$ cat config.mk
export PLATFORM = sky130hd
export DESIGN_NAME = fill_rect_cmd_encoder
export DESIGN_NICKNAME = d
export VERILOG_FILES = /design/src/rtl/fill_rect_cmd_encoder.sv
export SDC_FILE = /design/constraint.sdc
export NUM_CORES = 1
export LEC_CHECK = 0
export ABC_AREA = 1
export BUFFER_PORTS_ARGS = -buffer_cell sky130_fd_sc_hd__buf_2
export CAP_MARGIN = 30
export CORE_MARGIN = 2
export CORE_UTILIZATION = 55
export DETAILED_ROUTE_END_ITERATION = 10
export GPL_ROUTABILITY_DRIVEN = 0
export HOLD_SLACK_MARGIN = 0.05
export PLACE_DENSITY_LB_ADDON = 0.25
export SLEW_MARGIN = 20
export SYNTH_ARGS = -nofsm -noshare
export SYNTH_HDL_FRONTEND = slang
export SYNTH_SLANG_ARGS = --single-unit
$ cat constraint.sdc
create_clock -name clk -period 3.9 [get_ports clk]
set_input_delay 0.78 -clock clk [delete_from_list [all_inputs] [get_ports clk]]
set_output_delay 0.78 -clock clk [all_outputs]
set_load 0.01 [all_outputs]
$ cat src/rtl/fill_rect_cmd_encoder.sv
// Serialises a fill-rect command into the command-FIFO byte stream.
// Define FILL_RECT_ENC_OPCODE_EN to prefix each command with OPCODE.
module fill_rect_cmd_encoder #(
    parameter logic [7:0] OPCODE = 8'h02
) (
    input  logic        clk,
    input  logic        rst_,
    input  logic        cmd_in_rts,
    output logic        cmd_in_rtr,
    input  logic [15:0] cmd_in_origx,
    input  logic [15:0] cmd_in_origy,
    input  logic [15:0] cmd_in_wid,
    input  logic [15:0] cmd_in_hgt,
    input  logic [3:0]  cmd_in_rval,
    input  logic [3:0]  cmd_in_gval,
    input  logic [3:0]  cmd_in_bval,
    output logic        cmd_fifo_rts,
    input  logic        cmd_fifo_rtr,
    output logic [7:0]  cmd_fifo_data,
    output logic        enc_busy,
    output logic        enc_done_strobe
);

    typedef enum logic [3:0] {
        IDLE,
`ifdef FILL_RECT_ENC_OPCODE_EN
        OPC,
`endif
        ORIGX_B1, ORIGX_B2,
        ORIGY_B1, ORIGY_B2,
        WID_B1, WID_B2,
        HGT_B1, HGT_B2,
        R, G, B
    } state_t;

`ifdef FILL_RECT_ENC_OPCODE_EN
    localparam state_t FIRST = OPC;
`else
    localparam state_t FIRST = ORIGX_B1;
`endif

    state_t      state_q, state_d;
    logic [15:0] origx_q, origy_q, wid_q, hgt_q;
    logic [3:0]  rval_q, gval_q, bval_q;

    logic        idle, load, in_xfer, out_xfer;
    logic [15:0] src_origx, src_origy, src_wid, src_hgt;
    logic [3:0]  src_r, src_g, src_b;
    logic [7:0]  byte_d, data_d;
    logic        rtr_d, rts_d, done_d;

    assign idle     = (state_q == IDLE);
    assign in_xfer  = cmd_in_rts & cmd_in_rtr;
    assign out_xfer = cmd_fifo_rts & cmd_fifo_rtr;
    assign load     = in_xfer & idle;
    assign enc_busy = ~idle;

    // The first byte is loaded in the accept cycle, before the fields are latched.
    assign src_origx = idle ? cmd_in_origx : origx_q;
    assign src_origy = idle ? cmd_in_origy : origy_q;
    assign src_wid   = idle ? cmd_in_wid   : wid_q;
    assign src_hgt   = idle ? cmd_in_hgt   : hgt_q;
    assign src_r     = idle ? cmd_in_rval  : rval_q;
    assign src_g     = idle ? cmd_in_gval  : gval_q;
    assign src_b     = idle ? cmd_in_bval  : bval_q;

    always_comb begin
        state_d = state_q;
        unique case (state_q)
            IDLE:     if (load)     state_d = FIRST;
`ifdef FILL_RECT_ENC_OPCODE_EN
            OPC:      if (out_xfer) state_d = ORIGX_B1;
`endif
            ORIGX_B1: if (out_xfer) state_d = ORIGX_B2;
            ORIGX_B2: if (out_xfer) state_d = ORIGY_B1;
            ORIGY_B1: if (out_xfer) state_d = ORIGY_B2;
            ORIGY_B2: if (out_xfer) state_d = WID_B1;
            WID_B1:   if (out_xfer) state_d = WID_B2;
            WID_B2:   if (out_xfer) state_d = HGT_B1;
            HGT_B1:   if (out_xfer) state_d = HGT_B2;
            HGT_B2:   if (out_xfer) state_d = R;
            R:        if (out_xfer) state_d = G;
            G:        if (out_xfer) state_d = B;
            B:        if (out_xfer) state_d = IDLE;
            default:                state_d = IDLE;
        endcase
    end

    always_comb begin
        byte_d = OPCODE;
        case (state_d)
            ORIGX_B1: byte_d = src_origx[15:8];
            ORIGX_B2: byte_d = src_origx[7:0];
            ORIGY_B1: byte_d = src_origy[15:8];
            ORIGY_B2: byte_d = src_origy[7:0];
            WID_B1:   byte_d = src_wid[15:8];
            WID_B2:   byte_d = src_wid[7:0];
            HGT_B1:   byte_d = src_hgt[15:8];
            HGT_B2:   byte_d = src_hgt[7:0];
            R:        byte_d = {4'h0, src_r};
            G:        byte_d = {4'h0, src_g};
            B:        byte_d = {4'h0, src_b};
            default:  byte_d = OPCODE;
        endcase
    end

    always_comb begin
        rtr_d  = cmd_in_rtr;
        rts_d  = cmd_fifo_rts;
        data_d = cmd_fifo_data;
        done_d = 1'b0;
        if (load) begin
            rtr_d = 1'b0;
            rts_d = 1'b1;
        end
        if (out_xfer && state_q == B) begin
            rtr_d  = 1'b1;
            rts_d  = 1'b0;
            done_d = 1'b1;
        end
        // Data only moves on a state step, so it holds across stalls.
        if (state_d != state_q && state_d != IDLE)
            data_d = byte_d;
    end

    always_ff @(posedge clk or posedge rst_) begin
        if (rst_) begin
            state_q         <= IDLE;
            cmd_in_rtr      <= 1'b1;
            cmd_fifo_rts    <= 1'b0;
            cmd_fifo_data   <= 8'h00;
            enc_done_strobe <= 1'b0;
            origx_q         <= '0;
            origy_q         <= '0;
            wid_q           <= '0;
            hgt_q           <= '0;
            rval_q          <= '0;
            gval_q          <= '0;
            bval_q          <= '0;
        end else begin
            state_q         <= state_d;
            cmd_in_rtr      <= rtr_d;
            cmd_fifo_rts    <= rts_d;
            cmd_fifo_data   <= data_d;
            enc_done_strobe <= done_d;
            if (load) begin
                origx_q <= cmd_in_origx;
                origy_q <= cmd_in_origy;
                wid_q   <= cmd_in_wid;
                hgt_q   <= cmd_in_hgt;
                rval_q  <= cmd_in_rval;
                gval_q  <= cmd_in_gval;
                bval_q  <= cmd_in_bval;
            end
        end
    end

endmodule

**Word level (Yosys, flattened, before mapping)**

Index checks and enable logic that the tools add are counted.

- Logic and storage cells: 70
- Bits of input ports: 80
- Output and inout bits: 12
- Bits in registers: 91

- Eq/ne operators: 23
- Bitwise logic cells: 4
- Reduce and logical (&&, ||, !) cells: 5
- Mux-type cells: 26

Operator list:

| cell | number |
|---|---|
| case mux 8 bit (11 select lines) | 1 |
| two-way mux 16 bit | 4 |
| two-way mux 4 bit | 15 |
| case mux 4 bit (12 select lines) | 1 |
| == test 4 x 3 -> 1 bit, second input constant | 8 |
| == test 4 bit, second input constant | 8 |
| == test 4 x 2 -> 1 bit, second input constant | 4 |
| == test 4 x 1 -> 1 bit, second input constant | 2 |
| two-way mux 1 bit | 5 |
| logical NOT 4 bit | 1 |
| != test 4 bit | 1 |
| nonzero test 4 bit | 1 |
| AND 1 bit | 3 |
| logical AND 1 bit | 2 |
| nonzero test 2 bit | 1 |
| NOT 1 bit | 1 |

**Logic depth before layout (Yosys ltp)**

Gate-level depths: netlist of run 1.

- Word-level depth: 6
- Depth in mapped cells: 14
- Mapped depth without buffers: 13

**Worst setup path before layout of run 1**

OpenSTA, ideal clock, no wires.

- Path kind: input port to flip-flop
- From: input cmd_fifo_rtr
- To: register cmd_fifo_data[0]
- Library setup time: 0.117 ns
- Setup slack: 1.905 ns
- Path buffers: 1
- Data arrival time: 1.879 ns
- Data required time: 3.783 ns
- Stages: 11
- Path through: nand2_1 > nand2_1 > o21ai_4 > nor2_1 > nand2_2 > nand2_2 > inv_2 > buf_6 > nand2_1 > nor2_1 > nor2_1

- Word-level cells in the longest chain between the ends: 5
- Elaborated cells on any way between the ends: 28
- Classes of those cells: 12 x eq/ne; 13 x mux; 1 x bitwise; 2 x reduce/logical

RTL lines:

| element | RTL line | RTL |
|---|---|---|
| start: declaration | 18 | `input logic cmd_fifo_rtr,` |
| AND 1 bit (*) | 54 | `assign out_xfer = cmd_fifo_rts & cmd_fifo_rtr;` |
| two-way mux 4 bit (tied with other cells) | 84 | `B: if (out_xfer) state_d = IDLE;` |
| case mux 4 bit (12 select lines) (*) | 69 | `unique case (state_q)` |
| == test 4 bit (tied with other cells) | 91 | `case (state_d)` |
| case mux 8 bit (11 select lines) / logical AND 1 bit (equally long branches) | 91, 122 |  |
| end signal: assignment | 144 | `cmd_fifo_data <= data_d;` |
| end: declaration | 19 | `output logic [7:0] cmd_fifo_data,` |

Every way passes the cells marked *; elsewhere a longest branch is shown, timed or not.
A chain may end at the register's enable or synchronous reset.

**Worst setup path in the final report of run 1**

- From: register state_q[2]
- To: output enc_busy

- Word-level cells in the longest chain between the ends: 2

RTL lines:

| element | RTL line | RTL |
|---|---|---|
| start: declaration | 42 | `state_t state_q, state_d;` |
| start signal: assignment | 141 | `state_q <= state_d;` |
| logical NOT 4 bit | 52 | `assign idle = (state_q == IDLE);` |
| NOT 1 bit | 56 | `assign enc_busy = ~idle;` |
| end: declaration | 20 | `output logic enc_busy,` |

Every way passes these cells.

==> results, run 1 <==
- The flow ran to the end, and the final reports show no timing, DRC or antenna violations.
- After clock tree synthesis, the setup repair step added 0 buffers.
- The signal on the critical path passes through nor2_4 > buf_4 > nand2_2 > buf_4 > buf_2.
- Registers are responsible for 56.3% of the overall power.
- The number of max-cap violations is 0.
- The total number of vias is 5583.
- The first global-routing pass estimated 24400 um of wire.
- Setup total negative slack on the finished layout was measured at 0 ns.
- The number of buffers inserted by port buffering is 91.
- The final number of max-transition violations came to 0.
- The number of hold-repair buffers added at the cts stage is 0.
- The placement row count is 36.
- Of all nets on the critical path, the largest fanout is 69.
- The dominant cell type by count on the critical path is buf_4.
- In this run, post-CTS repair resized a total of 0 instances.
- In this run switching power makes up 22.2% of total power.
- The worst path required time is 3.12 ns.
- The power density of the placed cells is 274 mW/mm2.
- In this run the static leakage power is 0.00360 uW.
- The number of antenna violations at the first check in global routing is 0.
- In this run the horizontal extent of the chip is 103 um.
- Counting distinct cell types in the post-synthesis netlist gives 28.
- The clock reaches the later pin of the worst-skew pair after 0.37 ns.
- The number of global-route vias before repair is around 5100.
- The net switching power figure is 371 uW.
- The critical path launch point type is a flip-flop.
- The number of placed I/O pins is 92.
- The synthesized instance count is 824.
- The count of unresolved DRC violations after routing is 0.
- Derived from the worst setup path, the maximum achievable clock frequency is 332 MHz.
- The maximum number of pins on one net before global-route repair is 70.
- The core region is between 0.009 and 0.01 mm2.
- STA classifies the critical path endpoint as a primary output.
- The total CTS buffers is 9.
- Yosys printed 0 warnings.
- The net count after synthesis is 904.
- The final hold slack is ~0.29 ns.
- Dividing the final minimum period by the clock period gives 77.3%.
- The number of placed instances with taps included is 1012.
- Summed over all nets, the half-perimeter wirelength after detailed placement is between 10000 and 15000 um.
- The initial detailed-routing violation count is 433.
- In this run the clock root is driven by a clkbuf_8.
- Counting flops and latches in the post-synthesis netlist gives around 90.
- After detailed routing, the number of vias per cell comes to between 5 and 6.
- For this design, the slowest cell found on the critical path is buf_4.
- From bottom edge to top edge, the die measures 103 um.
- The end of the worst register-to-register path is cmd_fifo_data[2]$_DFFE_PP0P_.
- Summed over all instances, the cell type with the most area after synthesis is dfrtp_1.
- Setup violations remaining at the end of the flow were counted as 0.
- The part of the Yosys area used for sequential elements is 42.3%.
- The initial standard-cell utilization of the core is 55.9%.
- OpenSTA, run right after detailed placement, puts the worst setup slack at 1.28 ns.
- The worst setup slack after layout is roughly 0.88 ns.
- The number of buffers and inverters on the critical path is 3.
- Counting cells, the worst reg-to-reg path comes to 10.
- Data on the critical path arrives at its endpoint at 2.24 ns.
- The total internal power is roughly 1300 uW.
- The largest clock skew in the final design is 0.00947 ns.
- The total clock sinks is 91.
- VDD sags by at most between 200 and 250 uV.
- The count of final hold-check violations is 0.
- The routed design could run at a clock period as short as 3.02 ns.
- The count of H-tree levels built during CTS is 3.
- TritonCTS built the clock tree.
- The total overflow left after global routing is 0.
- The kind of path behind the tightest hold check is in -> async.
- For this block, the routed nets add up to 14900 um of wire.
- In the final layout, the share of cells above drive strength 1 is 16.2%.
- Broken down by cell family, the worst path's largest delay share belongs to buffers and inverters.
- Ranked by total cell area, the synthesized netlist is headed by dfrtp_1 42%, nand2_1 32%, nand3_1 9.1%.
- The average wire per standard cell is 14.5 um.
- The number of antenna diodes is 0.
- The signed area change from the synthesized netlist to the final layout is 13.4%.
- The share of the core filled with cells in the final layout is 63.4%.
- The overall die area is 0.0106 mm2.
- The net total in the final layout is 971.
- The average instance area after synthesis is 6.54 um2.
- In the layout the commonest cells are 452 x nand2_1, 98 x nand3_1, 91 x buf_2.
- Summed over its instances, the top area cell type makes up 41.8% of the synthesized netlist area.
- The largest incremental delay on the critical path is 0.58 ns.
- At the pin with the least slew margin, the transition time is 0.882 ns.
- The part of the power in combinational logic is about 4.6%.
- The critical path is of the reg -> out type.
- Setup slack on the worst reg-to-reg path comes out at between 1 and 1.5 ns.
- The share of total power dissipated in the clock network is 39.1%.
- Clock-pin slew was measured on the worst setup and hold paths at 0.09 ns.
- The worst flop-to-flop path startpoint is state_q[1]$_DFF_PP0_.
- In this run the tightest slew margin relative to its limit is 41.0%.
- After synthesis the cells add up to 0.00539 mm2.
- Setup repair after global routing left no endpoint under its margin.
- Once detail routing completed, the nets flagged for antenna violations numbered 0.
- In the global route stage, overall resource usage came out at 29.6%.
- The deepest clock path buffer count is 2.
- The most common cell after layout, fill and taps aside is nand2_1.
- The first detailed-routing pass took 7 iterations.
- For this run, the number of standard cells in the final layout without fillers is 1028.
[flip-flops by register name (all words and copies together), names as in the netlist]
name and flops:
wid_q 16, state_q 4, bval_q 4, cmd_fifo_data 8, gval_q 4, cmd_fifo_rts 1, enc_done_strobe 1, rval_q 4
origy_q 16, origx_q 16, cmd_in_rtr 1, hgt_q 16
[synthesized netlist by cell type (all sizes together)]
master / n
nand3: 99
or2: 1
dfrtp: 90
nand4: 14
o21ai: 21
dfstp: 1
nand3b: 2
inv: 32
o31ai: 1
a21oi: 2
mux2: 6
nor2: 49
buf: 26
o211ai: 1
clkbuf: 20
nand2: 459
[metal layers]
| metal | vias to the layer above | share of wire, % | global-route usage [%] |
|---|---|---|---|
| met5 | - | 0 | 0 |
| met4 | 0 | 1.6 | 9.11 |
| met3 | 21 | 7.5 | 6.71 |
| met2 | 251 | 48 | 46.0 |
| met1 | 2606 | 43 | 41.5 |
| li1 | 2705 | - | - |
[worst max path at each step]
stage                                   endpoint  depth (start not counted)  slack (ns)                 start
floorplan                  bval_q[0]$_DFFE_PP0P_                          1        0.76                  rst_
global placement        cmd_fifo_rts$_DFFE_PP0P_                          6        1.18  state_q[1]$_DFF_PP0_
detailed placement  cmd_fifo_data[2]$_DFFE_PP0P_                         10        1.28  state_q[1]$_DFF_PP0_
CTS                                     enc_busy                          5        0.88  state_q[2]$_DFF_PP0_
global route                            enc_busy                          5        0.77  state_q[2]$_DFF_PP0_
finish                                  enc_busy                          5        0.88  state_q[2]$_DFF_PP0_
[area by class of cell]
| class | count | area [um2] |
|---|---|---|
| fillers | 941 | 3530 |
| multi-input cells | 655 | 2790 |
| flip-flops and latches | 91 | 2280 |
| repair buffers | 102 | 563 |
| well taps | 133 | 166 |
| clock buffers | 13 | 159 |
| inverters | 32 | 124 |
| clock inverters | 2 | 35.0 |
[cells by family (layout without fill, tap and decap cells)]
group | count (synthesis) | count (layout) | share of synthesized area [%]
multiplexers | 6 | 6 | 1.25
buffers and inverters | 78 | 149 | 6.13
AO/OA/AOI/OAI | 25 | 25 | 2.69
flip-flops | 91 | 91 | 42.3
AND/OR/NAND/NOR | 624 | 624 | 47.6
[stage by stage]
stage | power (uW) | cell area, um2
final | 1670 | 6110
after global routing | 1740 | 6110
after CTS | 1680 | 6090
after detailed placement | 1040 | 5900
after global placement | 1040 | 5880
after floorplan | 977 | 5390
[power by group through the flow]
stage	sequential [uW]	combinational [uW]	clock [uW]
5_1_grt	943	84.9	714
6_report	943	76.1	655
2_1_floorplan	962	15.4	0
4_1_cts	943	74.6	668
3_3_place_gp	961	73.9	0
3_5_place_dp	961	74.4	0
Power figures use the tool's default switching activity.
==> run 2: changes to the inputs <==
clock period = 2.9 ns   (was 3.9 ns; I/O delays follow)
==> run 2 against run 1 <==
Clock power up 42%. Via count up 0.91%. Routed wire length up 3.9%. Die area unchanged. Final cell count up 0.68%. Critical endpoint unchanged. Largest power group unchanged. Highest routed layer unchanged.
==> results, run 2 (synthesis gave the netlist of run 1 again) <==
- The final design instance area without fill is 0.00615 mm2 (+0.68%).
- The total congestion overflow is 0 (unchanged).
- The post-detailed-route via-to-cell ratio came to 5.44 (+0.23%).
- Timing would allow up to between 300 and 400 MHz.
- The arrival time of the worst setup path is 2.01 ns (-0.23 ns).
- The net total in the final layout was 977 (+0.62%).
- The worst setup slack after layout is 0.308 ns (-0.577 ns).
- The final wirelength is 15500 um (+3.9%).
- The leakage component of the power was 0.00363 uW (+0.83%).
- The total of endpoints with negative setup slack in the final report is 0 (unchanged).
- Clock tree synthesis selected as its root buffer the cell clkbuf_8.
- In this design, the largest share of critical-path delay is due to buffers and inverters.
- The die height is 103 um (unchanged).
- The final number of max-transition violations was 0 (unchanged).
- The number of antenna diodes is 0 (unchanged).
- The critical path start-end classification is reg -> out.
- The total clock sinks was 91 (unchanged).
- The share of final-layout standard cells stronger than drive strength 1 came to 17.1% (+0.87 points).
- The initial detailed-routing violation count came to 454 (+4.8%).
- The aggregate negative setup slack came to 0 ns (unchanged).
- The worst path required time is 2.32 ns (-0.80 ns).
- The final cell count without fillers is 1035 (+0.68%).
- The buffering stage count on the worst path with inverters included is 2 (-1).
- The detailed placement HPWL is 10600 um (+2.4%).
- The minimum period implied by the final worst setup slack is 2.59 ns.
- The number of iterations in the first detailed-routing pass is 5 (-2).
- The flow ran to the end, and the final reports show no timing, DRC or antenna violations.
- The wire length of the first global-routing pass is 25000 um (+2.6%).
- TritonCTS built the clock tree.
- The clock latency on the worst-skew pair is 0.37 ns (about the same).
- The placement-stage cell area is 0.00594 mm2 (+0.72%).
- The number of global-route vias before repair is 5197 (+1.7%).
- The die extent in x is 103 um (unchanged).
- The number of nets still failing antenna checks after routing is 0 (unchanged).
- The deepest clock path buffer count is 2 (unchanged).
- The peak ir drop on the vdd network is 242 uV (+18%).
- The number of gates resized after CTS is 0 (unchanged).
- The post-CTS setup buffer count is 0 (unchanged).
- The maximum number of pins on one net before global-route repair came to 85 (+21%).
- The average wire per standard cell is 15.0 um (+3.2%).
- The area of the placeable core came to 0.00964 mm2 (unchanged).
- The final hold slack is 0.362 ns (+0.0736 ns).
- The clock transition at the register clock pins on the worst setup and hold paths after CTS is 0.09 ns (about the same).
- The overall die area was 0.0106 mm2 (unchanged).
- The number of buffers inserted by port buffering is 91 (unchanged).
- The number of placed instances with taps included is 1019 (+0.69%).
- The count of unresolved DRC violations after routing is 0 (unchanged).
- The total CTS buffers is 9 (unchanged).
- The number of antenna violations at the first check in global routing came to 0 (unchanged).
- The total number of vias came to 5634 (+0.91%).
- The critical path goes through nor2_4 > nand2_2 > buf_4 > buf_2.
- STA classifies the critical path startpoint as a flip-flop.
- The number of placed I/O pins is 92 (unchanged).
- The largest fanout on the critical path is 84 (+22%).
- The worst setup path is captured at a primary output.
- The power density of the placed cells is 373 mW/mm2 (+36%).
- The tightest min-delay check is of the in -> async type.
- The reg2reg setup slack was 0.49 ns (-0.67 ns).
- The largest incremental delay on the critical path is 0.63 ns (+0.05 ns).
- From synthesis to final layout, the design area changed by 14.2%.
- The count of final hold-check violations is 0 (unchanged).
- The library cells used most frequently in the layout, excluding fill and tap cells, are 452 x nand2_1, 98 x nand3_1, 91 x buf_2.
- The worst slack after detailed placement is 0.430 ns (-0.854 ns).
- The number of hold-repair buffers added at the cts stage came to 0 (unchanged).
- The count of H-tree levels built during CTS came to 3 (unchanged).
- The initial standard-cell utilization of the core is 55.9% (unchanged).
- The actual transition at the worst max-transition pin is 0.871 ns (-0.0115 ns).
- The final critical path takes up 89.4% of the cycle.
- The placement row count is 36 (unchanged).
- The library cell used most frequently in the layout, excluding fill and tap cells, is nand2_1.
- The largest clock skew in the final design came to 0.00558 ns (-0.00389 ns).
- The slowest cell on the critical path is buf_4.
- The worst relative slew slack was 41.9% (+0.99 points).
- The overall fraction of global-route tracks in use is 30.3% (+0.71 points).
- The number of max-cap violations is 0 (unchanged).
- Setup repair after global routing left no endpoint under its margin.
==> run 2: changes by cell type in the layout (fill, tap and decap cells not counted) <==
| cell | delta |
|---|---|
| clkbuf_8 | +1 |
| buf_12 | -2 |
| clkbuf_1 | -2 |
| buf_4 | +8 |
| clkinvlp_4 | +2 |
==> run 2: worst paths after layout <==
path	start	to	cells after the start
min in group clk	cmd_in_gval[0]	gval_q[0]$_DFFE_PP0P_	3
worst min-delay path	rst_	hgt_q[12]$_DFFE_PP0P_	3
max in group asynchronous	rst_	wid_q[11]$_DFFE_PP0P_	3
worst max-delay path	state_q[1]$_DFF_PP0_	enc_busy	4
worst min register to register	cmd_in_rtr$_DFFE_PP1P_	cmd_in_rtr$_DFFE_PP1P_	2
worst max register to register	state_q[1]$_DFF_PP0_	cmd_fifo_data[1]$_DFFE_PP0P_	12
==> run 2: final cells by class <==
| cell class | instances | area (um2) |
|---|---|---|
| clock buffers | 12 | 165 |
| clock inverters | 4 | 47.5 |
| fillers | 936 | 3490 |
| inverters | 32 | 126 |
| multi-input cells | 655 | 2790 |
| flip-flops and latches | 91 | 2280 |
| well taps | 133 | 166 |
| repair buffers | 108 | 583 |
==> run 2: metrics by stage <==
| stage | util (%) | power (uW) |
|---|---|---|
| finish | 63.8 | 2290 |
| global route | 63.8 | 2360 |
| CTS | 63.8 | 2310 |
| detailed placement | 61.6 | 1390 |
| global placement | 61.6 | 1390 |
| floorplan | - | 1310 |
==> run 2: power breakdown <==
| group | switching [uW] | leakage, uW | internal (uW) | total (uW) |
|---|---|---|---|---|
| Sequential | 0 | 0.00126 | 1270 | 1270 |
| Clock | 460 | 0.000108 | 466 | 927 |
| Combinational | 59.7 | 0.00226 | 40.4 | 100 |
==> run 2: metal layers <==
layer  GRT usage, %  wire length, um  up-vias
met2           47.2             7330      263
met4           11.7              373        0
met1           42.5             6590     2625
met3           5.02             1170       28
li1               -                -     2718
met5              0                0        -
==> run 2: worst reg2reg max path, delay by kind of cell, from the launching register on <==
| family | cells | cell delay [ns] |
|---|---|---|
| simple gates | 7 | 0.89 |
| flops | 1 | 0.53 |
| compound gates | 1 | 0.20 |
| buf+inv | 4 | 0.71 |
==> run 3: changes to the inputs <==
CAP_MARGIN = 20   (was 30)
clock period = 3.2 ns   (was 2.9 ns; I/O delays follow)
==> run 3 against run 2 <==
Global-route usage up 0.23 points. Worst setup slack better by 0.24 ns. Highest routed layer unchanged. Non-clock buffer count down 3. Critical path depth unchanged. First-iteration DRC count down 7.0%. Utilization down 0.38 points. Routed wire length down 1.1%.
==> results, run 3 (synthesis gave the netlist of run 1 again) <==
- The aggregate negative setup slack is 0 ns (unchanged).
- The final number of max-transition violations is 0 (unchanged).
- Setup repair after global routing left no endpoint under its margin.
- The clock latency on the worst-skew pair is 0.38 ns (about the same).
- The power density of the placed cells is 335 mW/mm2 (-10%).
- The total congestion overflow was 0 (unchanged).
- The count of unresolved DRC violations after routing is 0 (unchanged).
- The number of hold-repair buffers added at the cts stage came to 0 (unchanged).
- The placement-stage cell area is 0.00591 mm2 (-0.42%).
- The number of antenna violations at the first check in global routing came to 0 (unchanged).
- The total CTS buffers was 9 (unchanged).
- The number of nets still failing antenna checks after routing is 0 (unchanged).
- The placement row count is 36 (unchanged).
- Traced cell by cell, the critical path runs through nor2_4 > nand2_2 > buf_4 > buf_2.
- The count of H-tree levels built during CTS was 3 (unchanged).
- The area of the placeable core is 0.00964 mm2 (unchanged).
- The average wire per standard cell is 14.8 um (-0.71%).
- The reg2reg setup slack is 0.73 ns (+0.24 ns).
- The number of iterations in the first detailed-routing pass is 5 (unchanged).
- The cell type group with the largest total delay on the critical path is buffers and inverters.
- The share of final-layout standard cells stronger than drive strength 1 is 16.7% (-0.37 points).
- The largest incremental delay on the critical path is 0.65 ns (+0.02 ns).
- The total of endpoints with negative setup slack in the final report came to 0 (unchanged).
- The number of antenna diodes is 0 (unchanged).
- The kind of path behind the tightest hold check is in -> async.
- TritonCTS built the clock tree.
- The share of the core filled with cells in the final layout is 63.4% (-0.38 points).
- The die extent in x came to 103 um (unchanged).
- In the finished design, the share of the clock period the worst path needs comes to about 83%.
- The largest fanout on the critical path is 84 (unchanged).
- The number of global-route vias before repair is 5142 (-1.1%).
- The arrival time of the worst setup path is 2.02 ns (about the same).
- In the layout the commonest cells are 452 x nand2_1, 98 x nand3_1, 91 x buf_2.
- The worst path required time is 2.56 ns (+0.24 ns).
- The number of fill cells in the layout is 909 (-2.9%).
- The peak ir drop on the vdd network is 292 uV (+21%).
- The post-CTS setup buffer count is 0 (unchanged).
- The final hold slack is 0.341 ns (-0.0202 ns).
- The largest clock skew in the final design is 0.00862 ns (+0.00305 ns).
- The post-detailed-route via-to-cell ratio is 5.45 (about the same).
- The deepest clock path buffer count came to 2 (unchanged).
- The root buffer cell chosen for the clock tree is clkbuf_8.
- The wire length of the first global-routing pass came to 24900 um (-0.47%).
- The number of gates resized after CTS is 0 (unchanged).
- The total number of vias is 5615 (-0.34%).
- The actual transition at the worst max-transition pin is 0.839 ns (-0.0316 ns).
- The minimum period implied by the final worst setup slack is 2.66 ns.
- The detailed placement HPWL was 10700 um (+0.67%).
- The initial standard-cell utilization of the core is 55.9% (unchanged).
- The worst setup path is captured at a primary output.
- The number of max-cap violations was 0 (unchanged).
- The final wirelength was 15300 um (-1.1%).
- The overall fraction of global-route tracks in use was 30.5% (+0.23 points).
- The number of placed I/O pins was 92 (unchanged).
- The net total in the final layout is 974 (-0.31%).
- The buffering stage count on the worst path with inverters included is 2 (unchanged).
- The maximum number of pins on one net before global-route repair is 85 (unchanged).
- The maximum clock frequency is 377 MHz.
- The signed area change from the synthesized netlist to the final layout is 13.5%.
- The die height is 103 um (unchanged).
- The total clock sinks is 91 (unchanged).
- The slowest cell on the critical path is buf_4.
- The initial detailed-routing violation count is 422 (-7.0%).
- The worst relative slew slack was 44.0% (+2.1 points).
- The count of final hold-check violations is 0 (unchanged).
- The leakage component of the power is 0.00361 uW (-0.61%).
- The overall die area is 0.0106 mm2 (unchanged).
- The setup path with the least slack is of type reg -> out.
- The number of buffers inserted by port buffering is 91 (unchanged).
- The flow ran to the end, and the final reports show no timing, DRC or antenna violations.
- The library cell used most frequently in the layout, excluding fill and tap cells, is nand2_1.
- The clock transition at the register clock pins on the worst setup and hold paths after CTS is 0.09 ns (about the same).
- The final design instance area without fill is 0.00612 mm2 (-0.59%).
- The critical path launch point type is a flip-flop.
==> run 3: cell count changes in the layout (fill, tap and decap cells not counted) <==
cell	previous run	this run
buf_4	17	14
clkbuf_8	12	11
==> run 3: routing by layer <==
layer / up-vias / share of wire [%] / track usage (%)
met5: - / 0 / 0
met4: 0 / 2.5 / 10.9
met3: 31 / 7.9 / 7.19
met2: 261 / 48 / 47.8
met1: 2614 / 42 / 41.7
li1: 2709 / - / -
==> run 3: area by class of cell <==
| type | count | area, um2 | area share [%] |
|---|---|---|---|
| clock inverters | 4 | 50.0 | 0.818 |
| flip-flops and latches | 91 | 2280 | 37.3 |
| repair buffers | 105 | 561 | 9.17 |
| inverters | 32 | 124 | 2.03 |
| clock buffers | 11 | 151 | 2.48 |
| well taps | 133 | 166 | 2.72 |
| multi-input cells | 655 | 2790 | 45.5 |
==> run 3: through the flow <==
step	setup slack, ns	total power, uW	instances
6_report	0.545	2050	1031
5_1_grt	0.412	2130	1031
4_1_cts	0.549	2080	1031
3_5_place_dp	0.625	1260	1016
3_3_place_gp	0.793	1260	1016
2_1_floorplan	0.198	1190	824
==> run 3: power breakdown <==
part	total (uW)	switching (uW)	leakage, uW	internal [uW]
clock	813	415	0.0000974	398
combinational	90.4	53.9	0.00225	36.5
sequential	1150	0	0.00126	1150
==> run 3: worst reg2reg max path, stage by stage, from the launching register on <==
cell	delay, ns
dfrtp_1	0.45
nor2_4	0.33
buf_4	0.48
nand2_1	0.16
o21ai_4	0.28
nor2_1	0.11
nand2_2	0.08
nand2_2	0.08
inv_2	0.16
nand2_1	0.09
nor2_1	0.10
nor2_1	0.04
==> run 3: worst paths after layout <==
path,endpoint,cells past startpoint,start
min reg2reg,cmd_in_rtr$_DFFE_PP1P_,2,cmd_in_rtr$_DFFE_PP1P_
min in group clk,origy_q[14]$_DFFE_PP0P_,3,cmd_in_origy[14]
max in group asynchronous,origx_q[13]$_DFFE_PP0P_,3,rst_
min,bval_q[1]$_DFFE_PP0P_,2,rst_
max reg2reg,cmd_fifo_data[3]$_DFFE_PP0P_,11,state_q[2]$_DFF_PP0_
max,enc_busy,4,state_q[1]$_DFF_PP0_
